`config.mk`:
```
export PLATFORM = sky130hd
export DESIGN_NAME = sga_move_unit
export DESIGN_NICKNAME = d
export VERILOG_FILES = /design/src/rtl/sga_move_unit.sv
export SDC_FILE = /design/constraint.sdc
export NUM_CORES = 1
export LEC_CHECK = 0
export BUFFER_PORTS_ARGS = -buffer_cell sky130_fd_sc_hd__buf_2
export CORE_MARGIN = 3
export CORE_UTILIZATION = 35
export DETAILED_ROUTE_END_ITERATION = 16
export PLACE_DENSITY_LB_ADDON = 0.25
export SYNTH_ARGS = -nofsm -noshare
export SYNTH_HDL_FRONTEND = slang
export SYNTH_SLANG_ARGS = --single-unit
```
`constraint.sdc`:
```
create_clock -name clock -period 3.3 [get_ports clock]
set_input_delay 0.33 -clock clock [delete_from_list [all_inputs] [get_ports clock]]
set_output_delay 0.33 -clock clock [all_outputs]
set_load 0.02 [all_outputs]
```
`src/rtl/sga_move_unit.sv`:
```
// Snake movement stage: button latch, tick-paced head stepping, body shift register and body-memory writeback.
// Define SGA_WRAP_EN to wrap at grid edges instead of treating them as walls.
module sga_move_unit #(
    parameter int TICK_CYCLES = 25_000_000
) (
    input  logic       clock,
    input  logic       reset_n,
    input  logic       start,
    input  logic [3:0] buttons,
    input  logic [3:0] size,
    input  logic [3:0] apple,
    output logic [3:0] head,
    output logic       mem_we,
    output logic [3:0] mem_addr,
    output logic [3:0] mem_data,
    output logic       move_done,
    output logic       apple_eaten,
    output logic       collision,
    output logic [1:0] db_direction,
    output logic [2:0] db_state
);
    localparam int TW = $clog2(TICK_CYCLES);
    localparam logic [TW-1:0] TICK_LAST = TW'(TICK_CYCLES - 1);

    typedef enum logic [2:0] {
        S_IDLE  = 3'd0,
        S_WAIT  = 3'd1,
        S_STEP  = 3'd2,
        S_WRITE = 3'd3,
        S_DONE  = 3'd4
    } state_t;

    state_t        r_state;
    logic [TW-1:0] r_tick;
    logic [3:0]    r_body [16];
    logic [1:0]    r_dir;
    logic [3:0]    r_idx;
    logic          r_hit;
    logic          r_coll;
    logic          r_move_done;
    logic          r_apple_eaten;

    logic [1:0]    w_bdir;
    logic          w_bok;
    logic [3:0]    w_nh;
    logic          w_wall;
    logic          w_self;
    logic [3:0]    w_len;

    assign w_len = (size == 4'd0) ? 4'd1 : size;

    always_comb begin
        w_bdir = r_dir;
        w_bok  = 1'b0;
        case (buttons)
            4'b1000: begin w_bdir = 2'd0; w_bok = 1'b1; end
            4'b0100: begin w_bdir = 2'd1; w_bok = 1'b1; end
            4'b0010: begin w_bdir = 2'd2; w_bok = 1'b1; end
            4'b0001: begin w_bdir = 2'd3; w_bok = 1'b1; end
            default: ;
        endcase
        // Reversal pairs differ only in bit 0 (up/down, left/right)
        if (w_bdir == (r_dir ^ 2'd1)) w_bok = 1'b0;
    end

    always_comb begin
        w_nh   = r_body[0];
        w_wall = 1'b0;
        case (r_dir)
            2'd0: begin
                w_nh[3:2] = r_body[0][3:2] - 2'd1;
                w_wall    = (r_body[0][3:2] == 2'd0);
            end
            2'd1: begin
                w_nh[3:2] = r_body[0][3:2] + 2'd1;
                w_wall    = (r_body[0][3:2] == 2'd3);
            end
            2'd2: begin
                w_nh[1:0] = r_body[0][1:0] - 2'd1;
                w_wall    = (r_body[0][1:0] == 2'd0);
            end
            default: begin
                w_nh[1:0] = r_body[0][1:0] + 2'd1;
                w_wall    = (r_body[0][1:0] == 2'd3);
            end
        endcase
`ifdef SGA_WRAP_EN
        w_wall = 1'b0;
`endif
    end

    // The tail segment body[L-1] moves away this step, so it is excluded
    always_comb begin
        w_self = 1'b0;
        for (int i = 0; i < 15; i++) begin
            if (i < int'(w_len) - 1 && r_body[i] == w_nh) w_self = 1'b1;
        end
    end

    always_ff @(posedge clock or negedge reset_n) begin
        if (!reset_n) begin
            r_state       <= S_IDLE;
            r_tick        <= '0;
            r_body[0]     <= 4'b0101;
            for (int i = 1; i < 16; i++) r_body[i] <= 4'd0;
            r_dir         <= 2'd3;
            r_idx         <= 4'd0;
            r_hit         <= 1'b0;
            r_coll        <= 1'b0;
            r_move_done   <= 1'b0;
            r_apple_eaten <= 1'b0;
        end else begin
            r_move_done   <= 1'b0;
            r_apple_eaten <= 1'b0;
            if (w_bok) r_dir <= w_bdir;
            case (r_state)
                S_IDLE: begin
                    if (start) begin
                        r_state <= S_WAIT;
                        r_coll  <= 1'b0;
                        r_tick  <= '0;
                    end
                end
                S_WAIT: begin
                    if (!start) begin
                        r_state <= S_IDLE;
                        r_tick  <= '0;
                    end else if (r_tick == TICK_LAST) begin
                        r_tick  <= '0;
                        r_state <= S_STEP;
                    end else begin
                        r_tick <= r_tick + 1'b1;
                    end
                end
                S_STEP: begin
                    if (w_wall || w_self) begin
                        r_coll      <= 1'b1;
                        r_move_done <= 1'b1;
                        r_state     <= S_DONE;
                    end else begin
                        for (int i = 15; i >= 1; i--) r_body[i] <= r_body[i-1];
                        r_body[0] <= w_nh;
                        r_hit     <= (w_nh == apple);
                        r_idx     <= 4'd0;
                        r_state   <= S_WRITE;
                    end
                end
                S_WRITE: begin
                    if (r_idx == w_len - 4'd1) begin
                        r_move_done   <= 1'b1;
                        r_apple_eaten <= r_hit;
                        r_state       <= S_DONE;
                    end else begin
                        r_idx <= r_idx + 4'd1;
                    end
                end
                S_DONE: begin
                    r_state <= (start && !r_coll) ? S_WAIT : S_IDLE;
                end
                default: r_state <= S_IDLE;
            endcase
        end
    end

    assign head         = r_body[0];
    assign mem_we       = (r_state == S_WRITE);
    assign mem_addr     = r_idx;
    assign mem_data     = r_body[r_idx];
    assign move_done    = r_move_done;
    assign apple_eaten  = r_apple_eaten;
    assign collision    = r_coll;
    assign db_direction = r_dir;
    assign db_state     = r_state;
endmodule
```
# ---- Word level (Yosys, flattened, before mapping)
# Index checks and enable logic that the tools add are counted.
dict set report totals {
  input_bits 15
  regBits 102
}
dict set report classes {
  mux 47
  addsub 8
  n_lt_le_gt_ge 16
  reduce_logical 33
  n_eq_ne 37
  bitwise_logic 3
}
# operator n
set ops {}
lappend ops {{25-bit two-way mux} 3}
lappend ops {{4-bit == test} 17}
lappend ops {{25-bit one-hot mux with 2 select lines} 1}
lappend ops {{5-bit less-than comparator (first input constant)} 7}
lappend ops {{25-bit by 1-bit adder with 25-bit output (second input constant)} 1}
lappend ops {{25-bit == test (second input constant)} 1}
lappend ops {{1-bit two-way mux} 24}
lappend ops {{4-bit by 5-bit less-than comparator with 1-bit output (first input constant)} 4}
lappend ops {{4-bit two-way mux} 5}
lappend ops {{4-bit binary-select mux with 4-bit select} 1}
lappend ops {{1-bit logical AND} 16}
lappend ops {{3-bit two-way mux} 5}
lappend ops {{3-bit one-hot mux with 5 select lines} 1}
lappend ops {{3-bit by 5-bit less-than comparator with 1-bit output (first input constant)} 2}
lappend ops {{3-bit AND reduction} 3}
lappend ops {{2-bit != test (second input constant)} 4}
lappend ops {{2-bit one-hot mux with 2 select lines} 2}
lappend ops {{2-bit one-hot mux with 4 select lines} 1}
lappend ops {{4-bit one-hot mux with 2 select lines} 1}
lappend ops {{2-bit == test (second input constant)} 3}
lappend ops {{3-bit by 2-bit == test with 1-bit output (second input constant)} 2}
lappend ops {{2-bit logical NOT} 3}
lappend ops {{2-bit nonzero test} 3}
lappend ops {{5-bit greater-or-equal comparator (second input constant)} 1}
lappend ops {{other kinds (28)} 33}

# ---- Logic depth before layout (Yosys ltp)
# Gate-level depths: netlist (run 1).
dict set report logic_depth {
  ltp_word 23
  ltp_mapped 15
  mapped_depth_nobuf 11
}

# ---- Worst setup path before layout (run 1)
# OpenSTA, ideal clock, no wires.
dict set report synth_timing {
  path_kind {in2reg}
  startpoint {input port size[3]}
  endpoint {register r_hit}
  arrival_time_ps 3219
  path_stages 13
  t_required_ps 3172
  slack_ps -47
  n_path_buf 2
  cell_sequence {clkbuf_1 > inv_1 > a31oi_1 > ha_1 > clkbuf_1 > mux2i_1 > a21oi_1 > o21ai_0 > a41oi_1 > o2111ai_1 > or4_1 > nor3_4 > mux2_1}
}
dict set report synth_between {
  elab_chain_len 23
  word_cells_on_any_way 51
  cone_classes {1 x add/sub; 15 x order compare; 16 x mux; 1 x bitwise; 18 x reduce/logical}
}
# element line_no
set synth_lines {}
lappend synth_lines {{from (decl)} 10} ;# input logic [3:0] size,
lappend synth_lines {{4-bit logical NOT} 50} ;# assign w_len = (size == 4'd0) ? 4'd1 : size;
lappend synth_lines {{4-bit two-way mux *} 50}
lappend synth_lines {{4-bit by 1-bit subtractor with 5-bit output *} 96} ;# if (i < int'(w_len) - 1 && r_body[i] == w_nh) w_self = 1'b1;
lappend synth_lines {{1-bit by 5-bit less-than comparator with 1-bit output} 96}
lappend synth_lines {{1-bit logical AND} 96}
lappend synth_lines {{1-bit two-way mux (14 in series)} 96}
lappend synth_lines {{1-bit two-way mux *} 96}
lappend synth_lines {{1-bit logical OR *} 136} ;# if (w_wall || w_self) begin
lappend synth_lines {{1-bit NOT (no line) *} --}
lappend synth_lines {{2-bit AND reduction (no line) *} --}
lappend synth_lines {{to (signal assigned)} 143} ;# r_hit <= (w_nh == apple);
lappend synth_lines {{to (decl)} 38} ;# logic r_hit;
# Every way passes the cells marked *; elsewhere a longest branch is shown, timed or not.
# A chain may end at the register's enable or synchronous reset.

# ---- Worst setup path in the final report (run 1)
dict set report layout_timing {
  startpoint {register r_body, in the netlist head[0]}
  endpoint {register r_body[19] (netlist name)}
}
dict set report layout_between {
  elab_chain_len 22
  word_cells_on_any_way 54
  cone_classes {2 x add/sub; 16 x eq/ne; 17 x mux; 1 x bitwise; 18 x reduce/logical}
}
# element line_no
set layout_lines {}
lappend layout_lines {{from (decl)} 35} ;# logic [3:0] r_body [16];
lappend layout_lines {{2-bit by 1-bit adder with 2-bit output / 2-bit by 1-bit subtractor with 2-bit output (equally long branches)} {83, 79}}
lappend layout_lines {{2-bit one-hot mux with 2 select lines} 69} ;# case (r_dir)
lappend layout_lines {{4-bit == test} 96}
lappend layout_lines {{1-bit logical AND} 96}
lappend layout_lines {{1-bit two-way mux (15 in series)} 96}
lappend layout_lines {{1-bit logical OR *} 136}
lappend layout_lines {{1-bit NOT (no line) *} --}
lappend layout_lines {{2-bit AND reduction (no line) *} --}
# Marked as above.

==> flow_summary.yaml, run 1 <==
place:
  pre_cts_slack_ns: 0.00698
  port_buffers: 35
  dpl_cell_area_um2: 7050
  routabilityCongestion: 0.968
  dp_hpwl_um: 12600
  placedCellCount: 889
min_path:
  min_from: "buttons[3]"
  worst_hold_path_type: "in2reg"
clock_network:
  clk_pin_slew_ns: 0.08
  cts_tree: "built"
  cts_buffer_depth: 2
  clock_sinks: 102
  cts_made_buffers: 9
  clk_latency_ns: 0.36
  cts_htree_levels: 3
  root_buffer: "clkbuf_16"
logic_synthesis:
  yosys-top-cells-area: "dfrtp_1 (38%), mux2_2 (8.0%), xnor2_1 (5.9%)"
  avgSynthCellArea_um2: 10.3
  synth-async-reset-ratio_pct: 100
  synth.cell_area_um2: 6500
  synthesis.nets: 648
  synth_edf_count: 0
  synth-simple-area-share_pct: 15.2
  ys_seq_area_share_pct: 39.4
  synth_seq_cells: 102
  synth_ff_type: "dfrtp_1"
  synth-compound-area-share_pct: 11.6
  yosys.area_share.adder_pct: 0.578
  synth_mux_area_share_pct: 16.0
  yosysTopAreaCellShare_pct: 37.7
  synth_top_family_by_area: "multiplexers"
  yosysWarnings: 0
  syn_inst: 630
  yosys.cell_types.count: 66
  yosys.area.top_type: "dfrtp_1"
  synth-xor-area-share_pct: 13.4
cells_and_area:
  num_antenna_cells: 0
  post-route-util_pct: 41.0
  final_common_cell: "dfrtp_1"
  final_cell_mix: "dfrtp_1 (98), o21ai_0 (49), mux2_2 (46)"
  nets: 694
  fin_cells: 910
  fill_cells: 1744
  drive_gt1_share_pct: 23.6
  area_delta_synth_final_pct: 14.2
  final_cell_area_um2: 7420
timing:
  hold-worst-slack_ns: 0.263
  period_share_pct: 95.2
  clock.fmax_mhz: 318
  slew_headroom_pct: 29.7
  tightest_slew_ns: 1.05
  drv_slew: 0
  period_needed_ns: 3.14
  hold_violations: 0
  setup_viol_count_final: 0
  setup_tns_ns: 0
  fin_worst_skew_ns: 0.0109
  rsz0062_at_grt: "false"
  worst_slack_ns: 0.160
drt:
  drt-total-wl_um: 17200
  drtIter0Drc: 397
  wl_per_cell_um: 18.9
  vias: 5058
  ant_nets: 0
  detail_route.first_pass.iterations: 7
  drc_errors: 0
  routed_via_density: 5.56
floorplan:
  core-area_um2: 18100
  rows: 49
  io_pins: 36
  initial_core_util_pct: 35.9
  die_w_um: 142
  die_y_um: 142
  die-area_um2: 20200
setup_path:
  path_max_fanout: 32
  r2r_start: "head[0]"
  arrival_ns: 3.38
  cp-start-kind: "flop"
  critPathKind: "reg2reg"
  cp_data_required_time_ns: 3.54
  worstSetupEndpointType: "flop"
  worstSetupStartpoint: "head[0]"
global_routing:
  grt_pass1_vias: 5043
  overflow: 0
  grt_use_total_pct: 17.6
  grt_max_degree: 75
  grt_pass1_wl_um: 28000
  antenna_found_initial: 0
power:
  ir_worst_vdd_mv: 0.229
  power_density_nw_per_um2: 381
  power_mw: 2.83
  leakage_nw: 3.34
job:
  drv_cap: 0
status:
  status: "finished clean"
[cells by family after synthesis]
group / after synthesis
xor gates and xnor gates: 84
AOI/OAI and AO/OA: 119
and+or+nand+nor: 186
DFF: 102
muxes: 86
buffers and inverters: 50
adders and majority gates: 3
[worst max-delay path, cell delays in order, from the launching register on]
cell and delay, ns:
dfstp_2 0.67, buf_4 0.15, xor2_1 0.08, or3_1 0.37
a2111oi_1 0.51, o2111ai_1 0.18, o2111ai_1 0.22, nor4_4 0.10
nand3_2 0.13, buf_12 0.22, mux2_2 0.36
[timing repair]
action / 4_1_cts / 5_1_grt
setup endpoints to repair: 2 / 29
buffers inserted: 0 / 4
hold buffers: 1 / 0
gates resized for setup: 1 / 4
hold endpoints to repair: 24 / 0
[Yosys cell counts, types with 4 or more instances]
| library cell | number |
|---|---|
| xnor2_1 | 44 |
| and3_1 | 12 |
| mux4_2 | 8 |
| o31ai_1 | 9 |
| clkbuf_1 | 14 |
| dfrtp_1 | 98 |
| nand4_1 | 12 |
| or3_1 | 11 |
| nor3_1 | 17 |
| buf_2 | 11 |
| inv_1 | 9 |
| mux2_1 | 19 |
| o2111ai_1 | 6 |
| dfstp_2 | 4 |
| buf_4 | 8 |
| xor2_1 | 30 |
| nor2_1 | 29 |
| and2_1 | 7 |
| o21ai_0 | 49 |
| nand2_1 | 43 |
| mux2_2 | 46 |
| nor2b_1 | 6 |
| mux2i_1 | 13 |
| nand2b_1 | 4 |
| a221oi_1 | 5 |
| a31oi_1 | 6 |
| a21oi_1 | 16 |
| xnor3_1 | 8 |
| a22oi_1 | 4 |
| nand3_1 | 24 |
| buf_1 | 4 |
| and4_1 | 4 |
[cell type report]
type | count | area [um2] | area share, %
clock buffers | 9 | 225 | 3.03
clock inverters | 7 | 66.3 | 0.894
inverters | 10 | 37.5 | 0.506
multi-input cells | 478 | 3710 | 50.0
flip-flops and latches | 102 | 2560 | 34.5
well taps | 229 | 287 | 3.86
repair buffers | 75 | 534 | 7.20
[state kept, by name (all words and copies together) (netlist names)]
register      count
db_state          3
r_body           60
db_direction      2
mem_addr          4
head              4
apple_eaten       1
move_done         1
collision         1
r_tick           25
r_hit             1
[final timing paths]
| path | endpoint | slack, ns | cells past startpoint |
|---|---|---|---|
| max | r_body[19] | 0.16 | 10 |
| min | db_direction[0] | 0.26 | 2 |
| max reg2reg | r_body[19] | 0.16 | 10 |
| min reg2reg | r_tick[22] | 0.49 | 1 |
| max in group asynchronous | r_tick[20] | 2.10 | 3 |
| min in group asynchronous | r_body[58] | 0.45 | 2 |
[power breakdown]
part	internal (mW)	switching [mW]
sequential	1.26	0.0169
combinational	0.197	0.277
clock	0.532	0.544
[metal layers]
| layer | GRT usage (%) | vias to the layer above | wire length (um) |
|---|---|---|---|
| met5 | 0 | - | 0 |
| met4 | 4.49 | 0 | 303 |
| met3 | 3.90 | 22 | 790 |
| met2 | 28.5 | 146 | 8220 |
| met1 | 23.9 | 2518 | 7860 |
| li1 | - | 2372 | - |
(Power assumes the default switching activity.)
==> run 2: changes to the inputs <==
ABC_AREA = 1   (was unset)
==> run 2 against run 1 <==
Against the previous run: die area fell by 0.26%; fmax rose by 5.2%; sequential cell count is the same; first-iteration DRC count rose by 3.5%; sequential share of layout area grew 0.86 points; count of clock-buffer cells in the layout did not move; synthesized cell count grew 53%; largest cell class unchanged; largest power group is now combinational logic; highest routed layer unchanged.
==> flow_summary.yaml, run 2 <==
timing:
  fin_worst_skew_ns: 0.0135
  setup_viol_count_final: 0
  setup_tns_ns: 0
  drv_slew: 0
  clock.fmax_mhz: 335
  worst_slack_ns: 0.315
  slew_headroom_pct: 57.6
  tightest_slew_ns: 0.636
  hold-worst-slack_ns: 0.199
  hold_violations: 0
  period_needed_ns: 2.98
  period_share_pct: 90.4
  rsz0062_at_grt: "false"
place:
  dpl_cell_area_um2: 6940
  routabilityCongestion: 0.895
  placedCellCount: 1213
  dp_hpwl_um: 13900
  pre_cts_slack_ns: 0.314
  port_buffers: 35
clock_network:
  clock_sinks: 102
  cts_tree: "built"
  cts_buffer_depth: 2
  cts_made_buffers: 9
  cts_setup_buffers: 0
  clk_latency_ns: 0.37
  ctsResizeCount: 0
  clk_pin_slew_ns: 0.08
  cts_htree_levels: 3
  cts_hold_buffers: 1
  root_buffer: "clkbuf_16"
setup_path:
  worstSetupEndpointType: "flop"
  cp_cell_sequence: "inv_1 > nand2_1 > nand2_2 > inv_1 > nand2_1 > nand2_1 > nor2_1 > nand2_1 > nor2_1 > nand2_1 > nand2_1 > inv_1 > nand2_1 > nor2_1 > nand3_4 > buf_4 > nand2_1 > o21ai_1"
  crit_slowest_cell: "dfstp_2"
  crit_path_frequent_cell: "nand2_1"
  slowest_delay_ns: 0.67
  cp_data_required_time_ns: 3.55
  path_buf_inv: 4
  path_max_fanout: 17
  cp_top_family: "simple AND/OR/NAND/NOR gates"
  critPathKind: "reg2reg"
  cp-start-kind: "flop"
  arrival_ns: 3.23
cells_and_area:
  final_common_cell: "nand2_1"
  regMostFlops: "r_body"
  reg_top3: "r_body: 60 flops, r_tick: 25 flops"
  post-route-util_pct: 40.0
  drive_gt1_share_pct: 8.89
  area_delta_synth_final_pct: 11.7
  fin_cells: 1230
  num_antenna_cells: 0
  final_cell_mix: "nand2_1 (303), inv_1 (117), dfrtp_1 (98)"
  nets: 1014
  final_cell_area_um2: 7240
  largest_reg_flops: 60
  fill_cells: 1894
status:
  status: "finished clean"
global_routing:
  grt_pass1_wl_um: 31100
  grt_use_total_pct: 19.6
  overflow: 0
  antenna_found_initial: 0
  grt_pass1_vias: 5803
  grt_max_degree: 69
logic_synthesis:
  synthesis.nets: 984
  yosysTopAreaCellShare_pct: 37.8
  synth-async-reset-ratio_pct: 100
  synth.most_common_cell: "nand2_1"
  yosys.area.top_type: "dfrtp_1"
  yosys-top-cells-area: "dfrtp_1 (38%), nand2_1 (18%), inv_1 (6.8%)"
  avgSynthCellArea_um2: 6.71
  synth.cell_area_um2: 6480
  synth_ff_type: "dfrtp_1"
  syn_inst: 966
  yosysWarnings: 0
  synth_seq_cells: 102
  synth_edf_count: 0
  ys_seq_area_share_pct: 39.5
  synthTopCellsByCount: "nand2_1 (303), inv_1 (117), dfrtp_1 (98)"
  yosys.cell_types.count: 41
floorplan:
  core-area_um2: 18100
  die-area_um2: 20200
  die_y_um: 142
  die_w_um: 142
  io_pins: 36
  initial_core_util_pct: 35.8
  rows: 49
drt:
  wl_per_cell_um: 15.6
  detail_route.first_pass.iterations: 5
  ant_nets: 0
  vias: 6242
  drtIter0Drc: 411
  drt-total-wl_um: 19200
  routed_via_density: 5.07
  drc_errors: 0
power:
  power_density_nw_per_um2: 730
  leakage_nw: 3.36
  ir_worst_vdd_mv: 0.400
  power_mw: 5.29
job:
  drv_cap: 0
min_path:
  worst_hold_path_type: "in2reg"
run 2: changes by cell type after synthesis, moves of 13 or more:
cell     before  now
o21ai_1       0   65
nand2_1      43  303
nor2_1       29   93
mux2i_1      13    0
mux2_2       46    0
a21oi_1      16   46
xnor2_1      44    2
nand3_1      24   69
inv_1         9  117
mux2_1       19    0
xor2_1       30   14
run 2: final cells by class:
class                           instances  area (um2)  area share [%]
Timing Repair Buffer                   57         395            5.46
Clock inverter                          7        65.1           0.899
Tap cell                              229         287            3.96
Clock buffer                            9         225            3.11
Sequential cell                       102        2560            35.3
Multi-Input combinational cell        703        3250            44.9
Inverter                              123         462            6.38
run 2: cell families after synthesis:
family | count (synthesis) | synth area share, %
DFF | 102 | 39.5
adders and majority gates | 3 | 0.579
buffers and inverters | 161 | 10.6
and+or+nand+nor | 511 | 32.4
AOI/OAI and AO/OA | 172 | 14.4
xor gates and xnor gates | 17 | 2.53
run 2: power by group:
part           leakage, nW  internal, mW  switching [mW]
logic                 1.82         0.798            1.80
clock network        0.140         0.530           0.552
registers             1.40          1.42           0.187
total                 3.36          2.74            2.54
run 2: metal layers:
metal	vias up	track usage (%)	part of all wire, %
met5	-	0	0
met4	0	6.26	2.1
met3	26	3.76	5.9
met2	164	31.6	47
met1	2887	26.6	45
li1	3165	-	-
run 2: path summary, 6_finish.rpt:
path                                 start               to  slack, ns  depth (start not counted)
max                        db_direction[1]       r_body[50]       0.32                         18
min                             buttons[2]  db_direction[0]       0.20                          3
max reg2reg                db_direction[1]       r_body[50]       0.32                         18
min reg2reg                          r_hit            r_hit       0.50                          2
max in group asynchronous          reset_n       r_body[19]       2.07                          3
min in group asynchronous          reset_n       r_body[56]       0.47                          2
run 2: tightest hold or removal path, delay by kind of cell:
family / cells / cell delay [ns]
buffers and inverters: 2 / 0.14
AO/OA/AOI/OAI: 1 / 0.07
==> run 3: changes to the inputs <==
PLACE_DENSITY_LB_ADDON = unset   (was 0.25)
==> run 3 against run 2 <==
Against the previous run: sequential cell count is the same; fmax grew 2.1%; critical path depth shrank 2; sequential share of layout area shrank 0.085 points; utilization grew 0.097 points; count of clock-buffer cells in the layout grew 1; sequential power is essentially flat; routed wire length shrank 1.5%.
==> flow_summary.yaml, run 3 (synthesis results as in run 2) <==
cells_and_area:
  reg_top3: "r_body: 60 flops, r_tick: 25 flops"
  area_delta_synth_final_pct: 12.0
  fin_cells: 1232
  drive_gt1_share_pct: 9.27
  num_antenna_cells: 0
  final_common_cell: "nand2_1"
  fill_cells: 1916
  nets: 1016
  final_cell_mix: "nand2_1 (303), inv_1 (117), dfrtp_1 (98)"
  largest_reg_flops: 60
  regMostFlops: "r_body"
setup_path:
  reg2reg_slack_ns: 0.38
  slowest_delay_ns: 0.68
  cp-start-kind: "flop"
  cp_data_required_time_ns: 3.54
  arrival_ns: 3.17
  path_max_fanout: 54
  cp_top_family: "simple AND/OR/NAND/NOR gates"
  crit_path_frequent_cell: "nand2_1"
  critPathKind: "reg2reg"
  worstSetupEndpointType: "flop"
  crit_slowest_cell: "dfstp_2"
  cp_cell_sequence: "inv_1 > nand2_1 > nand2_2 > inv_1 > nand2_1 > nand3_1 > nor2_1 > nand3_1 > nor2_1 > nor2_1 > nand2_1 > nor2_2 > nand3_4 > buf_12 > nand2_1 > o21ai_1"
  path_buf_inv: 3
timing:
  hold_violations: 0
  period_share_pct: 88.6
  fin_worst_skew_ns: 0.0103
  setup_tns_ns: 0
  tightest_slew_ns: 0.731
  setup_viol_count_final: 0
  drv_slew: 0
  rsz0062_at_grt: "false"
  hold-worst-slack_ns: 0.0190
  slew_headroom_pct: 51.3
  period_needed_ns: 2.92
  clock.fmax_mhz: 342
power:
  ir_worst_vdd_mv: 0.358
  leakage_nw: 3.36
  power_mw: 5.32
  power_density_nw_per_um2: 732
clock_network:
  cts_htree_levels: 3
  clock_sinks: 102
  cts_buffer_depth: 2
  clk_pin_slew_ns: 0.08
  cts_made_buffers: 9
  root_buffer: "clkbuf_16"
  cts_hold_buffers: 0
  clk_latency_ns: 0.36
  cts_tree: "built"
global_routing:
  grt_use_met1_pct: 26.6
  use_met2_pct: 31.8
  antenna_found_initial: 0
  grt_max_degree: 55
  grt_use_total_pct: 19.4
  overflow: 0
  grt_busiest_layer: "met2"
  grt_pass1_wl_um: 31300
  met3_usage_pct: 2.79
  grt_pass1_vias: 5927
floorplan:
  initial_core_util_pct: 35.8
  rows: 49
  die_y_um: 142
  core-area_um2: 18100
  die_w_um: 142
  die-area_um2: 20200
  io_pins: 36
drt:
  drtIter0Drc: 514
  wl_per_cell_um: 15.4
  vias: 6187
  routed_via_density: 5.02
  detail_route.first_pass.iterations: 5
  drc_errors: 0
  ant_nets: 0
  drt-total-wl_um: 18900
place:
  port_buffers: 35
  dp_hpwl_um: 13800
  placedCellCount: 1215
  routabilityCongestion: 0.911
status:
  status: "finished clean"
min_path:
  worst_hold_path_type: "in2async"
job:
  drv_cap: 0
run 3: changes by cell type in the layout (fill, tap and decap cells not counted), sizes merged:
| cell | previous run | this run |
|---|---|---|
| buf | 56 | 58 |
| bufinv | 0 | 1 |
| clkbuf | 9 | 10 |
| clkinv | 5 | 4 |
| dlygate4sd3 | 1 | 0 |
| inv | 124 | 123 |
| nand3 | 70 | 71 |
run 3: repair_timing:
action,4_1_cts,5_1_grt
setup buffers,0,0
setup endpoints to repair,0,18
resized for setup,0,2
run 3: through the flow:
stage               instance area (um2)  utilization, %  setup slack [ns]
global placement                   6940            38.4             0.381
global route                       7260            40.1            0.0835
finish                             7260            40.1             0.376
floorplan                          6480               -             0.877
CTS                                7240            40.0             0.307
detailed placement                 6940            38.4             0.343
run 3: cell type report:
cell class	instances	area, um2	share of cell area (%)
Multi-Input combinational cell	704	3260	45.0
Sequential cell	102	2560	35.2
Inverter	123	462	6.36
Timing Repair Buffer	58	388	5.34
Tap cell	229	287	3.95
Clock buffer	10	229	3.15
Clock inverter	6	71.3	0.983
run 3: worst paths after layout:
check                                     start              end  depth (start not counted)
worst max-delay path            db_direction[1]       r_body[12]                         16
max in group asynchronous               reset_n       r_body[40]                          2
worst min-delay path                    reset_n        r_body[6]                          1
worst min register to register       r_body[45]       r_body[45]                          2
worst max register to register  db_direction[1]       r_body[12]                         16
min in group clock                   buttons[0]  db_direction[0]                          3
run 3: power by group:
group | switching [mW] | internal (mW) | total [mW]
logic | 1.80 | 0.798 | 2.60
clock network | 0.511 | 0.598 | 1.11
registers | 0.190 | 1.42 | 1.61
run 3: metal layers:
| metal | up-vias | routed length, um |
|---|---|---|
| met5 | - | 0 |
| met3 | 30 | 814 |
| li1 | 3159 | - |
| met1 | 2838 | 8740 |
| met4 | 0 | 452 |
| met2 | 160 | 8940 |
